$ cat src/rtl/mp_serial_link.sv
// mp_serial_link
// Full-duplex two-wire link between two boards. The transmitter frames the local
// player state continuously. The receiver deserialises and checks the peer's frames
// and reports the peer state plus a link-up flag.
//
// Frame: start(0) | payload LSB-first {reload, pause, score} | even parity | stop(1)
// The transmitter adds IDLE_BITS high bits between frames.
//
// Ports
//   clk              system clock
//   rst              synchronous, active-high reset
//   local_score      local score, sampled on the first cycle of each TX start bit
//   local_pause      local pause request, sampled with local_score
//   local_reload     local reload request, sampled with local_score
//   tx_line          registered serial output, idle high
//   rx_line          serial input from the peer, asynchronous
//   peer_score       last good received score
//   peer_pause       last good received pause
//   peer_reload      last good received reload (level)
//   peer_reload_tick one-cycle pulse when peer_reload rises on a frame update
//   peer_connected   high while good frames keep arriving
//   frame_err_ctr    saturating count of rejected frames
module mp_serial_link #(
  parameter int SCORE_W     = 4,
  parameter int BIT_CYCLES  = 650,
  parameter int IDLE_BITS   = 2,
  parameter int TIMEOUT_FRM = 4,
  parameter int ERR_W       = 8
) (
  input  logic               clk,
  input  logic               rst,
  input  logic [SCORE_W-1:0] local_score,
  input  logic               local_pause,
  input  logic               local_reload,
  output logic               tx_line,
  input  logic               rx_line,
  output logic [SCORE_W-1:0] peer_score,
  output logic               peer_pause,
  output logic               peer_reload,
  output logic               peer_reload_tick,
  output logic               peer_connected,
  output logic [ERR_W-1:0]   frame_err_ctr
);

  localparam int P          = SCORE_W + 2;
  localparam int FRAME_BITS = P + 3 + IDLE_BITS;
  localparam int TMO_LIMIT  = TIMEOUT_FRM * FRAME_BITS * BIT_CYCLES;
  localparam int TMO_W      = $clog2(TMO_LIMIT + 1);
  localparam int BC_W       = $clog2(BIT_CYCLES + 1);
  localparam int CNT_MAX    = (P > IDLE_BITS) ? P : IDLE_BITS;
  localparam int CNT_W      = $clog2(CNT_MAX + 1);

  localparam logic [BC_W-1:0]  BIT_LAST = BC_W'(BIT_CYCLES - 1);
  localparam logic [BC_W-1:0]  BIT_FULL = BC_W'(BIT_CYCLES);
  localparam logic [BC_W-1:0]  BIT_HALF = BC_W'(BIT_CYCLES / 2);
  localparam logic [BC_W-1:0]  BIT_ONE  = BC_W'(1);
  localparam logic [CNT_W-1:0] DATA_LAST = CNT_W'(P - 1);
  localparam logic [CNT_W-1:0] GAP_LAST  = CNT_W'(IDLE_BITS - 1);
  localparam logic [TMO_W-1:0] TMO_MAX   = TMO_W'(TMO_LIMIT);
  localparam logic [TMO_W-1:0] TMO_PRE   = TMO_W'(TMO_LIMIT - 1);

  // TX states
  localparam logic [2:0] TX_IDLE   = 3'd0;
  localparam logic [2:0] TX_START  = 3'd1;
  localparam logic [2:0] TX_DATA   = 3'd2;
  localparam logic [2:0] TX_PARITY = 3'd3;
  localparam logic [2:0] TX_STOP   = 3'd4;
  localparam logic [2:0] TX_GAP    = 3'd5;

  // RX states
  localparam logic [2:0] RX_IDLE      = 3'd0;
  localparam logic [2:0] RX_START_CHK = 3'd1;
  localparam logic [2:0] RX_DATA      = 3'd2;
  localparam logic [2:0] RX_PARITY    = 3'd3;
  localparam logic [2:0] RX_STOP      = 3'd4;

  // ------------------------------------------------------------------ TX
  logic [2:0]       tx_state;
  logic [BC_W-1:0]  tx_timer;
  logic [CNT_W-1:0] tx_idx;
  logic [P-1:0]     tx_shift;
  logic             tx_par;
  logic             tx_bit;
  logic             tx_bit_end;

  assign tx_bit_end = (tx_timer == BIT_LAST);

  // Line level for the current state; registered into tx_line one cycle later,
  // which shifts every bit by the same amount and keeps bit widths exact.
  always_comb begin
    tx_bit = 1'b1;
    case (tx_state)
      TX_START:  tx_bit = 1'b0;
      TX_DATA:   tx_bit = tx_shift[0];
      TX_PARITY: tx_bit = tx_par;
      default:   tx_bit = 1'b1;
    endcase
  end

  always_ff @(posedge clk) begin
    if (rst) begin
      tx_state <= TX_IDLE;
      tx_timer <= '0;
      tx_idx   <= '0;
      tx_shift <= '0;
      tx_par   <= 1'b0;
      tx_line  <= 1'b1;
    end else begin
      tx_line <= tx_bit;
      if (tx_state == TX_IDLE) begin
        tx_timer <= '0;
      end else begin
        tx_timer <= tx_bit_end ? '0 : tx_timer + 1'b1;
      end
      case (tx_state)
        TX_IDLE: begin
          tx_state <= TX_START;
        end
        TX_START: begin
          if (tx_timer == '0) begin
            tx_shift <= {local_reload, local_pause, local_score};
            tx_par   <= ^{local_reload, local_pause, local_score};
          end
          if (tx_bit_end) begin
            tx_state <= TX_DATA;
            tx_idx   <= '0;
          end
        end
        TX_DATA: begin
          if (tx_bit_end) begin
            tx_shift <= tx_shift >> 1;
            if (tx_idx == DATA_LAST) begin
              tx_state <= TX_PARITY;
            end
            tx_idx <= tx_idx + 1'b1;
          end
        end
        TX_PARITY: begin
          if (tx_bit_end) tx_state <= TX_STOP;
        end
        TX_STOP: begin
          if (tx_bit_end) begin
            tx_state <= TX_GAP;
            tx_idx   <= '0;
          end
        end
        TX_GAP: begin
          if (tx_bit_end) begin
            if (tx_idx == GAP_LAST) begin
              tx_state <= TX_START;
            end
            tx_idx <= tx_idx + 1'b1;
          end
        end
        default: tx_state <= TX_IDLE;
      endcase
    end
  end

  // ------------------------------------------------------------------ RX
  logic             rx_meta;
  logic             rx_sync;
  logic             rx_prev;
  logic [2:0]       rx_state;
  logic [BC_W-1:0]  rx_timer;
  logic [CNT_W-1:0] rx_idx;
  logic [P-1:0]     rx_shift;
  logic             rx_par;
  logic             rx_sample;
  logic             stop_sample;
  logic             frame_ok;
  logic             frame_bad;

  // The timer counts cycles since the falling edge (or the previous sample),
  // so the start bit is probed mid-bit and later bits a full bit apart.
  always_comb begin
    rx_sample = 1'b0;
    case (rx_state)
      RX_START_CHK: rx_sample = (rx_timer == BIT_HALF);
      RX_DATA, RX_PARITY, RX_STOP: rx_sample = (rx_timer == BIT_FULL);
      default: rx_sample = 1'b0;
    endcase
  end

  assign stop_sample = rx_sample && (rx_state == RX_STOP);
  assign frame_ok    = stop_sample && rx_sync && (rx_par == ^rx_shift);
  assign frame_bad   = stop_sample && !frame_ok;

  always_ff @(posedge clk) begin
    if (rst) begin
      // Synchroniser reloads to the idle level so a released line is not seen as an edge.
      rx_meta  <= 1'b1;
      rx_sync  <= 1'b1;
      rx_prev  <= 1'b1;
      rx_state <= RX_IDLE;
      rx_timer <= '0;
      rx_idx   <= '0;
      rx_shift <= '0;
      rx_par   <= 1'b0;
    end else begin
      rx_meta <= rx_line;
      rx_sync <= rx_meta;
      rx_prev <= rx_sync;
      if (rx_state != RX_IDLE) begin
        rx_timer <= rx_sample ? BIT_ONE : rx_timer + 1'b1;
      end
      case (rx_state)
        RX_IDLE: begin
          // Needs a genuine high->low edge, so a stop bit stuck low re-arms only
          // after the line has returned high.
          if (rx_prev && !rx_sync) begin
            rx_state <= RX_START_CHK;
            rx_timer <= BIT_ONE;
          end
        end
        RX_START_CHK: begin
          if (rx_sample) begin
            rx_state <= rx_sync ? RX_IDLE : RX_DATA;
            rx_idx   <= '0;
          end
        end
        RX_DATA: begin
          if (rx_sample) begin
            rx_shift <= {rx_sync, rx_shift[P-1:1]};
            if (rx_idx == DATA_LAST) begin
              rx_state <= RX_PARITY;
            end
            rx_idx <= rx_idx + 1'b1;
          end
        end
        RX_PARITY: begin
          if (rx_sample) begin
            rx_par   <= rx_sync;
            rx_state <= RX_STOP;
          end
        end
        RX_STOP: begin
          if (rx_sample) rx_state <= RX_IDLE;
        end
        default: rx_state <= RX_IDLE;
      endcase
    end
  end

  // ------------------------------------------------------------------ peer state / supervision
  logic [TMO_W-1:0] tmo_ctr;

  always_ff @(posedge clk) begin
    if (rst) begin
      peer_score       <= '0;
      peer_pause       <= 1'b0;
      peer_reload      <= 1'b0;
      peer_reload_tick <= 1'b0;
      peer_connected   <= 1'b0;
      frame_err_ctr    <= '0;
      tmo_ctr          <= '0;
    end else begin
      peer_reload_tick <= 1'b0;
      if (frame_ok) begin
        peer_score       <= rx_shift[SCORE_W-1:0];
        peer_pause       <= rx_shift[SCORE_W];
        peer_reload      <= rx_shift[SCORE_W+1];
        peer_reload_tick <= rx_shift[SCORE_W+1] & ~peer_reload;
        peer_connected   <= 1'b1;
        tmo_ctr          <= '0;
      end else begin
        if (tmo_ctr != TMO_MAX) begin
          tmo_ctr <= tmo_ctr + 1'b1;
        end
        // Clear on the edge that brings the counter to its limit so the outputs are
        // already low on the cycle the counter reads T. No tick on this path.
        if (tmo_ctr == TMO_PRE) begin
          peer_connected <= 1'b0;
          peer_score     <= '0;
          peer_pause     <= 1'b0;
          peer_reload    <= 1'b0;
        end
      end
      if (frame_bad && (frame_err_ctr != '1)) begin
        frame_err_ctr <= frame_err_ctr + 1'b1;
      end
    end
  end

endmodule

$ cat config.mk
export PLATFORM = sky130hd
export DESIGN_NAME = mp_serial_link
export DESIGN_NICKNAME = d
export VERILOG_FILES = /design/src/rtl/mp_serial_link.sv
export SDC_FILE = /design/constraint.sdc
export NUM_CORES = 1
export LEC_CHECK = 0
export BUFFER_PORTS_ARGS = -buffer_cell sky130_fd_sc_hd__buf_2
export CAP_MARGIN = 20
export CORE_ASPECT_RATIO = 1.75
export CORE_UTILIZATION = 50
export CTS_BUF_LIST = sky130_fd_sc_hd__clkbuf_4 sky130_fd_sc_hd__clkbuf_8
export DETAILED_ROUTE_END_ITERATION = 8
export GPL_TIMING_DRIVEN = 0
export PLACE_DENSITY = 0.76
export SLEW_MARGIN = 30
export SYNTH_ARGS = -nofsm -noshare
export SYNTH_HDL_FRONTEND = slang
export SYNTH_SLANG_ARGS = --single-unit
$ cat constraint.sdc
create_clock -name clk -period 2.87 [get_ports clk]
set_input_delay 0.7175 -clock clk [delete_from_list [all_inputs] [get_ports clk]]
set_output_delay 0.7175 -clock clk [all_outputs]
set_load 0.01 [all_outputs]
# Yosys cells after proc, flatten, opt, wreduce, memory -nomap -nowiden
# Index checks and enable logic that the tools add are counted.
dict set report word_totals {
  register_bits 81
  in_bits 9
  out_inout_bits 17
  elab_cells 133
}
dict set report classes {
  addsub 6
  eq_ne 35
  n_mux 36
  bitwise_logic 3
  n_reduce_logical 32
}
# cell count
set ops {}
lappend ops {{2-to-1 mux 3 bit} 16}
lappend ops {{2-to-1 mux 10 bit} 4}
lappend ops {{!= test 2 bit (second input constant)} 14}
lappend ops {{adder 10 x 1 -> 10 bit (second input constant)} 2}
lappend ops {{== test 10 bit (second input constant)} 2}
lappend ops {{one-hot mux 3 bit (6 select lines)} 1}
lappend ops {{adder 15 x 1 -> 15 bit (second input constant)} 1}
lappend ops {{== test 15 bit (second input constant)} 1}
lappend ops {{== test 3 bit (second input constant)} 5}
lappend ops {{!= test 15 bit (second input constant)} 1}
lappend ops {{one-hot mux 3 bit (5 select lines)} 1}
lappend ops {{== test 3 x 2 -> 1 bit (second input constant)} 4}
lappend ops {{2-to-1 mux 6 bit} 2}
lappend ops {{one-hot mux 3 bit (2 select lines)} 2}
lappend ops {{one-hot mux 6 bit (2 select lines)} 1}
lappend ops {{XOR reduction 6 bit} 2}
lappend ops {{== test 10 x 9 -> 1 bit (second input constant)} 1}
lappend ops {{zero test 10 bit} 1}
lappend ops {{== test 3 x 1 -> 1 bit (second input constant)} 3}
lappend ops {{AND reduction 3 bit} 3}
lappend ops {{adder 8 x 1 -> 8 bit (second input constant)} 1}
lappend ops {{2-to-1 mux 4 bit} 2}
lappend ops {{!= test 8 bit (second input constant)} 1}
lappend ops {{nonzero test 2 bit} 4}
lappend ops {{18 further kinds} 37}

# Logic depth before layout (Yosys ltp)
# Gate-level depths: netlist of run 1.
dict set report logic_depth {
  ltp_word 9
  ltp_mapped 8
  ltp_nobuf 8
}

# Worst setup path before layout of run 1
# OpenSTA, ideal clock, no wires.
dict set report synth_timing {
  path_kind {register to register}
  start {register rx_par}
  end {register tmo_ctr[4]}
  setup_time_ps 115
  arrival_ps 1931
  t_required_ps 2755
  setup_slack_ps 824
  path_stages_with_launch 9
  period_less_slack_ps 2046
  cell_sequence {dfxtp_1 > xnor3_1 > xnor3_2 > nand2_1 > or4_1 > buf_6 > nand2b_4 > buf_6 > nor2_1}
}
dict set report synth_via {
  elab_chain_len 3
}
# element line
set synth_rtl {}
lappend synth_rtl {{from (decl)} 168} ;# logic rx_par;
lappend synth_rtl {{from (signal assigned)} 233} ;# rx_par <= rx_sync;
lappend synth_rtl {{== test 1 bit} 186} ;# assign frame_ok = stop_sample && rx_sync && (rx_par == ^rx_shift);
lappend synth_rtl {{logical AND 1 bit} 186}
lappend synth_rtl {{OR reduction 2 bit (no source line)} --}
lappend synth_rtl {{to (signal assigned)} 268} ;# tmo_ctr <= tmo_ctr + 1'b1;
lappend synth_rtl {{to (decl)} 246} ;# logic [TMO_W-1:0] tmo_ctr;
# Every way passes these cells.
# A chain may end at the register's enable or synchronous reset.

# Worst setup path after layout of run 1
dict set report layout_timing {
  start {register rx_timer[3]}
  end {register rx_timer[7]}
}
dict set report layout_via {
  elab_chain_len 6
  elab_cells_between_ends 8
  cone_classes {1 x add/sub; 2 x eq/ne; 5 x mux}
}
# element line
set layout_rtl {}
lappend layout_rtl {{from (decl)} 165} ;# logic [BC_W-1:0] rx_timer;
lappend layout_rtl {{from (signal assigned)} 205} ;# rx_timer <= rx_sample ? BIT_ONE : rx_timer + 1'b1;
lappend layout_rtl {{parallel branches: the longest is 2 deep, another holds adder 10 x 1 -> 10 bit} --}
lappend layout_rtl {{2-to-1 mux 10 bit (*)} 205}
lappend layout_rtl {{2-to-1 mux 10 bit (*)} 204} ;# if (rx_state != RX_IDLE) begin
lappend layout_rtl {{2-to-1 mux 10 bit} 211} ;# if (rx_prev && !rx_sync) begin
lappend layout_rtl {{2-to-1 mux 10 bit (*)} 207} ;# case (rx_state)
# Every way passes the cells marked *.

==> impl_metrics.json, run 1 <==
{
  "worst-path-max-fanout": 10,
  "htreeDepth": 3,
  "vdd_drop_max_mv": 0.297,
  "grt_pass1_vias": 2921,
  "required_ns": 3.11,
  "syn-num-nets": 450,
  "synth_edf_count": 0,
  "vias": 3079,
  "fin_ws_ns": 0.412,
  "post-route-period-util_pct": 85.6,
  "start_kind": "register",
  "core_area_sq_um": 7510,
  "std_cell_rows": 42,
  "place_area_sq_um": 4100,
  "grtUsageTotal_pct": 19.9,
  "die-area_sq_um": 8100,
  "grt_first_pass_wirelength_um": 12400,
  "hp-class": "reg -> reg",
  "place_hpwl_um": 5580,
  "crit_arrival_ns": 2.70,
  "netlist_area_sq_um": 3870,
  "critPathSlowestCell": "a211oi_1",
  "avgSynthCellArea_sq_um": 8.99,
  "first_pass_iters": 4,
  "synth_warnings": 0,
  "clk_pin_slew_ns": 0.08,
  "power_density_nw_per_um2": 531,
  "gp_congestion": 0.856,
  "cts_sinks": 81,
  "max_cap_violations": 0,
  "drt_iter0_drc": 96,
  "insertion_delay_ns": 0.35,
  "yosysSeqAreaShare_pct": 41.9,
  "ys_seq_elements": 81,
  "max-slew-margin-rel_pct": 50.0,
  "clockRootBuffer": "clkbuf_8",
  "die_h_um": 118,
  "io_pins": 26,
  "setup_viol": 0,
  "num-nets-final": 486,
  "ys_types": 52,
  "postCtsSetupBuffers": 0,
  "layout.cells.non_filler": 559,
  "cp-end-kind": "register",
  "dp.cells": 543,
  "syn-instance-count": 430,
  "diodes": 0,
  "async_flop_share_pct": 0,
  "wire_per_inst_um": 13.3,
  "cts_buffers": 9,
  "ant_nets": 0,
  "fin_worst_skew_ns": 0.00939,
  "crit_chain": "a211oi_1, nand2_1, a211oi_1, a211oi_1, buf_2, a21o_1, a22o_1",
  "rsz0062_at_grt": "no",
  "gr-total-overflow": 0,
  "cpMostUsedCell": "a211oi_1",
  "outcome": "finished, final reports clean",
  "antenna_found_initial": 0,
  "drt_wl_total_um": 7420,
  "tightest_slew_ns": 0.746,
  "cpPeakStageDelay_ns": 0.65,
  "clock.fmax_mhz": 407,
  "hold_violations": 0,
  "cts_resized": 0,
  "dpl_worst_slack_ns": 0.425,
  "cts_tree": "done",
  "drc": 0,
  "port_buffers": 25,
  "start_util_pct": 51.4,
  "path_class": "reg -> reg",
  "design_area_sq_um": 4320,
  "layout_min_cycle_time_ns": 2.46,
  "die_x_um": 68.5,
  "grt_max_degree": 14,
  "slew_viol_final": 0,
  "area_growth_pct": 11.7,
  "ys.flop_type": "dfxtp_1",
  "postCtsHoldBufs": 0,
  "via_per_inst": 5.51,
  "crit_family": "compound AO/OA/AOI/OAI gates",
  "drive_gt1_share_pct": 12.3,
  "leakage_nw": 1.75,
  "finalSetupTns_ns": 0,
  "worst-path-buf-inv": 1,
  "ctsLongestPathBuffers": 2
}
[path summary, 6_finish.rpt]
path | end | start | cells past startpoint | slack, ns
setup / recovery | rx_timer[7] | rx_timer[3] | 7 | 0.41
hold / removal | rx_sync | rx_meta | 1 | 0.42
setup reg to reg | rx_timer[7] | rx_timer[3] | 7 | 0.41
hold reg to reg | rx_sync | rx_meta | 1 | 0.42
[layout make-up]
type	instances	area [sq um]
Clock inverter	4	50.0
Buffer	14	70.1
Fill cell	689	3200
Clock buffer	12	165
Inverter	16	60.1
Tap cell	88	110
Multi-Input combinational cell	319	2110
Timing Repair Buffer	25	125
Sequential cell	81	1620
[synthesized netlist by cell type (2+ instances only)]
cell type	number	share of area [%]
nor3b_1	3	0.58
nand4_1	11	1.8
clkbuf_1	9	0.87
or3_1	2	0.32
inv_1	16	1.6
a22oi_1	3	0.58
a21o_1	2	0.39
o21bai_1	2	0.39
nor3_1	14	1.8
or2_2	3	0.49
nand3_1	15	1.9
or4_1	2	0.39
nand2_1	22	2.1
nor2b_1	12	1.9
a22o_1	3	0.68
nor2_1	74	7.2
mux2_2	4	1.2
a21oi_1	14	1.8
and3_1	9	1.5
nand4b_1	4	0.91
xor2_1	17	3.9
dfxtp_1	81	42
a31oi_1	5	0.81
a2111oi_0	3	0.68
xnor2_1	19	4.3
and2_1	3	0.49
buf_6	2	0.58
ha_1	11	3.6
nand2b_1	3	0.49
buf_2	2	0.26
a211oi_1	6	1.2
mux2i_1	23	6.0
and4b_1	3	0.78
o21ai_0	10	1.3
[report_power, final]
part	internal [mW]	total [mW]	switching, mW
Clock	0.471	0.864	0.392
Combinational	0.0992	0.235	0.136
Sequential	1.15	1.19	0.0398
[flip-flops by register name, indices dropped and copies added (netlist names), 3 cells and up]
signal / flops
tmo_ctr: 15
rx_timer: 10
tx_timer: 10
frame_err_ctr: 8
rx_shift: 6
tx_shift: 6
peer_score: 4
rx_idx: 3
rx_state: 3
tx_idx: 3
tx_state: 3
[cell families (layout without fill, tap and decap cells)]
family,count (synthesis),after routing,share of synthesized area [%]
AOI/OAI and AO/OA,55,55,9.81
xor gates and xnor gates,38,38,9.35
adders and majority gates,11,11,3.56
buffers and inverters,30,71,3.37
DFF,81,81,41.9
muxes,27,27,7.12
and+or+nand+nor,188,188,24.9
[cells in the final DEF (no fill, tap or decap), drive strengths merged, types with 4 or more instances in the layout]
cell type,synthesis,routed
a2111oi,4,4
a211oi,6,6
a21oi,14,14
a31oi,5,5
and3,9,9
buf,5,30
clkbuf,9,21
dfxtp,81,81
ha,11,11
inv,16,16
mux2,4,4
mux2i,23,23
nand2,22,22
nand2b,4,4
nand3,15,15
nand4,11,11
nand4b,4,4
nor2,74,74
nor2b,12,12
nor3,15,15
o21ai,10,10
xnor2,19,19
xor2,17,17
[layer usage]
layer / global-route usage [%] / routed length (um) / part of all wire, %
met2: 35.8 / 4050 / 55
met1: 21.2 / 3050 / 41
met3: 4.34 / 198 / 2.7
met5: 0 / 0 / 0
met4: 7.94 / 130 / 1.8
[metrics by stage]
| stage | hold WS, ns | util [%] | power (mW) |
|---|---|---|---|
| final | 0.422 | 57.4 | 2.29 |
| after detailed placement | 0.403 | 54.6 | 1.45 |
| after floorplan | 0.389 | - | 1.39 |
| after global routing | 0.446 | 57.4 | 2.40 |
| after CTS | 0.425 | 57.4 | 2.32 |
| after global placement | 0.393 | 54.6 | 1.44 |
[worst reg2reg max path, stage by stage (launching register included)]
cell,delay (ns)
dfxtp_1,0.35
a211oi_1,0.35
nand2_1,0.26
a211oi_1,0.66
a211oi_1,0.17
buf_2,0.23
a21o_1,0.16
a22o_1,0.17
Note: power is estimated with default switching activity, not from simulation.
==> run 2: changes to the inputs <==
CORE_MARGIN = 1   (was default)
MAX_ROUTING_LAYER = met4   (was default)
==> impl_metrics.json, run 2 (synthesis gave the netlist of run 1 again) <==
{
  "postCtsSetupBuffers": 0,
  "hold-path-endpoint": "rx_sync",
  "p_sw_uw": 569,
  "worst-path-max-fanout": 10,
  "cts_sinks": 81,
  "place_area_sq_um": 4100,
  "finalSetupTns_ns": 0,
  "via_per_inst": 5.53,
  "reg_top3": "tmo_ctr: 15 flops, rx_timer: 10 flops, tx_timer: 10 flops",
  "area_growth_pct": 11.7,
  "utilization_pct": 57.4,
  "grt_pass1_vias": 2901,
  "required_ns": 3.11,
  "vias": 3092,
  "post-route-period-util_pct": 86.3,
  "drc": 0,
  "place_hpwl_um": 5580,
  "power.share.clock_pct": 37.6,
  "power.total_mw": 2.29,
  "postCtsHoldBufs": 0,
  "max-slew-margin-rel_pct": 49.2,
  "die_h_um": 118,
  "reg2reg_from": "rx_timer[3]",
  "antenna_found_initial": 0,
  "first_pass_iters": 5,
  "final_common_cell": "dfxtp_1",
  "ant_nets": 0,
  "outcome": "finished, final reports clean",
  "diodes": 0,
  "p_comb_share_pct": 10.3,
  "insertion_delay_ns": 0.35,
  "hold_path_depth": 1,
  "hp-class": "reg -> reg",
  "drt_iter0_drc": 100,
  "max_cap_violations": 0,
  "std_cell_rows": 42,
  "vdd_drop_max_mv": 0.297,
  "design_area_sq_um": 4320,
  "die_x_um": 68.5,
  "crit_arrival_ns": 2.71,
  "p_seq_share_pct": 52.1,
  "gr-total-overflow": 0,
  "start_kind": "register",
  "p_int_mw": 1.72,
  "clk_pin_slew_ns": 0.08,
  "switching_share_pct": 24.8,
  "port_buffers": 25,
  "io_pins": 26,
  "core_area_sq_um": 7510,
  "regMostFlops": "tmo_ctr",
  "clockRootBuffer": "clkbuf_8",
  "clock.fmax_mhz": 404,
  "layout_min_cycle_time_ns": 2.48,
  "min_from": "rx_meta",
  "wire_per_inst_um": 13.3,
  "power_density_nw_per_um2": 531,
  "cts_tree": "done",
  "drive_gt1_share_pct": 12.3,
  "die-area_sq_um": 8100,
  "grt_first_pass_wirelength_um": 12400,
  "start_util_pct": 51.4,
  "setup_viol": 0,
  "grtUsageTotal_pct": 20.5,
  "hold_violations": 0,
  "ctsLongestPathBuffers": 2,
  "layout.cells.non_filler": 559,
  "slew_viol_final": 0,
  "leakage_nw": 1.75,
  "drt_wl_total_um": 7450,
  "num-nets-final": 486,
  "layout_common_cells": "81 x dfxtp_1, 74 x nor2_1, 27 x buf_2",
  "gp_congestion": 0.870,
  "grt_max_degree": 14,
  "fin_worst_skew_ns": 0.00941,
  "cts_resized": 0,
  "largest_register_ffs": 15,
  "dp.cells": 543,
  "r2r_slack_ns": 0.39,
  "r2r-end": "rx_timer[7]",
  "tightest_slew_ns": 0.758,
  "reg2reg_depth": 7,
  "path_class": "reg -> reg",
  "rsz0062_at_grt": "no",
  "htreeDepth": 3,
  "cts_buffers": 9,
  "cp-end-kind": "register"
}
[run 2: cell counts in the layout (fill, tap and decap cells not counted)]
No cell type changed its count.
[run 2: worst max-delay path, cell delays in order (launching register included)]
cell      delay [ns]
dfxtp_1         0.35
a211oi_1        0.35
nand2_1         0.26
a211oi_1        0.66
a211oi_1        0.18
buf_2           0.23
a21o_1          0.16
a22o_1          0.17
[run 2: cell type report]
type,instances,area [sq um]
Timing Repair Buffer,25,125
Buffer,14,70.1
Inverter,16,60.1
Tap cell,88,110
Fill cell,689,3200
Clock buffer,12,165
Clock inverter,4,50.0
Multi-Input combinational cell,319,2110
Sequential cell,81,1620
[run 2: routing by layer]
metal	vias up	global-route usage (%)	wire length, um
met1	1474	21.3	3090
met4	0	7.94	119
met2	39	35.8	4050
met5	-	-	0
li1	1567	-	-
met3	12	4.34	192
[run 2: how the worst max path moves through the flow]
stage	startpoint	end	cells past startpoint
floorplan	rx_par	tmo_ctr[4]	8
global placement	rx_timer[3]	rx_timer[7]	7
detailed placement	rx_timer[3]	rx_timer[7]	7
CTS	rx_timer[3]	rx_timer[7]	7
global route	rx_timer[3]	rx_timer[7]	7
finish	rx_timer[3]	rx_timer[7]	7
[run 2: power groups by stage]
stage	clock (mW)	combinational (mW)	sequential (mW)
after floorplan	0	0.183	1.21
after global placement	0	0.227	1.22
after detailed placement	0	0.235	1.22
after CTS	0.890	0.236	1.19
after global routing	0.937	0.263	1.20
final	0.863	0.236	1.19
[run 2: metrics by stage]
| step | hold WS (ns) | setup WS (ns) |
|---|---|---|
| floorplan | 0.389 | 0.824 |
| global placement | 0.393 | 0.454 |
| detailed placement | 0.403 | 0.425 |
| CTS | 0.425 | 0.399 |
| global route | 0.446 | 0.184 |
| finish | 0.422 | 0.395 |
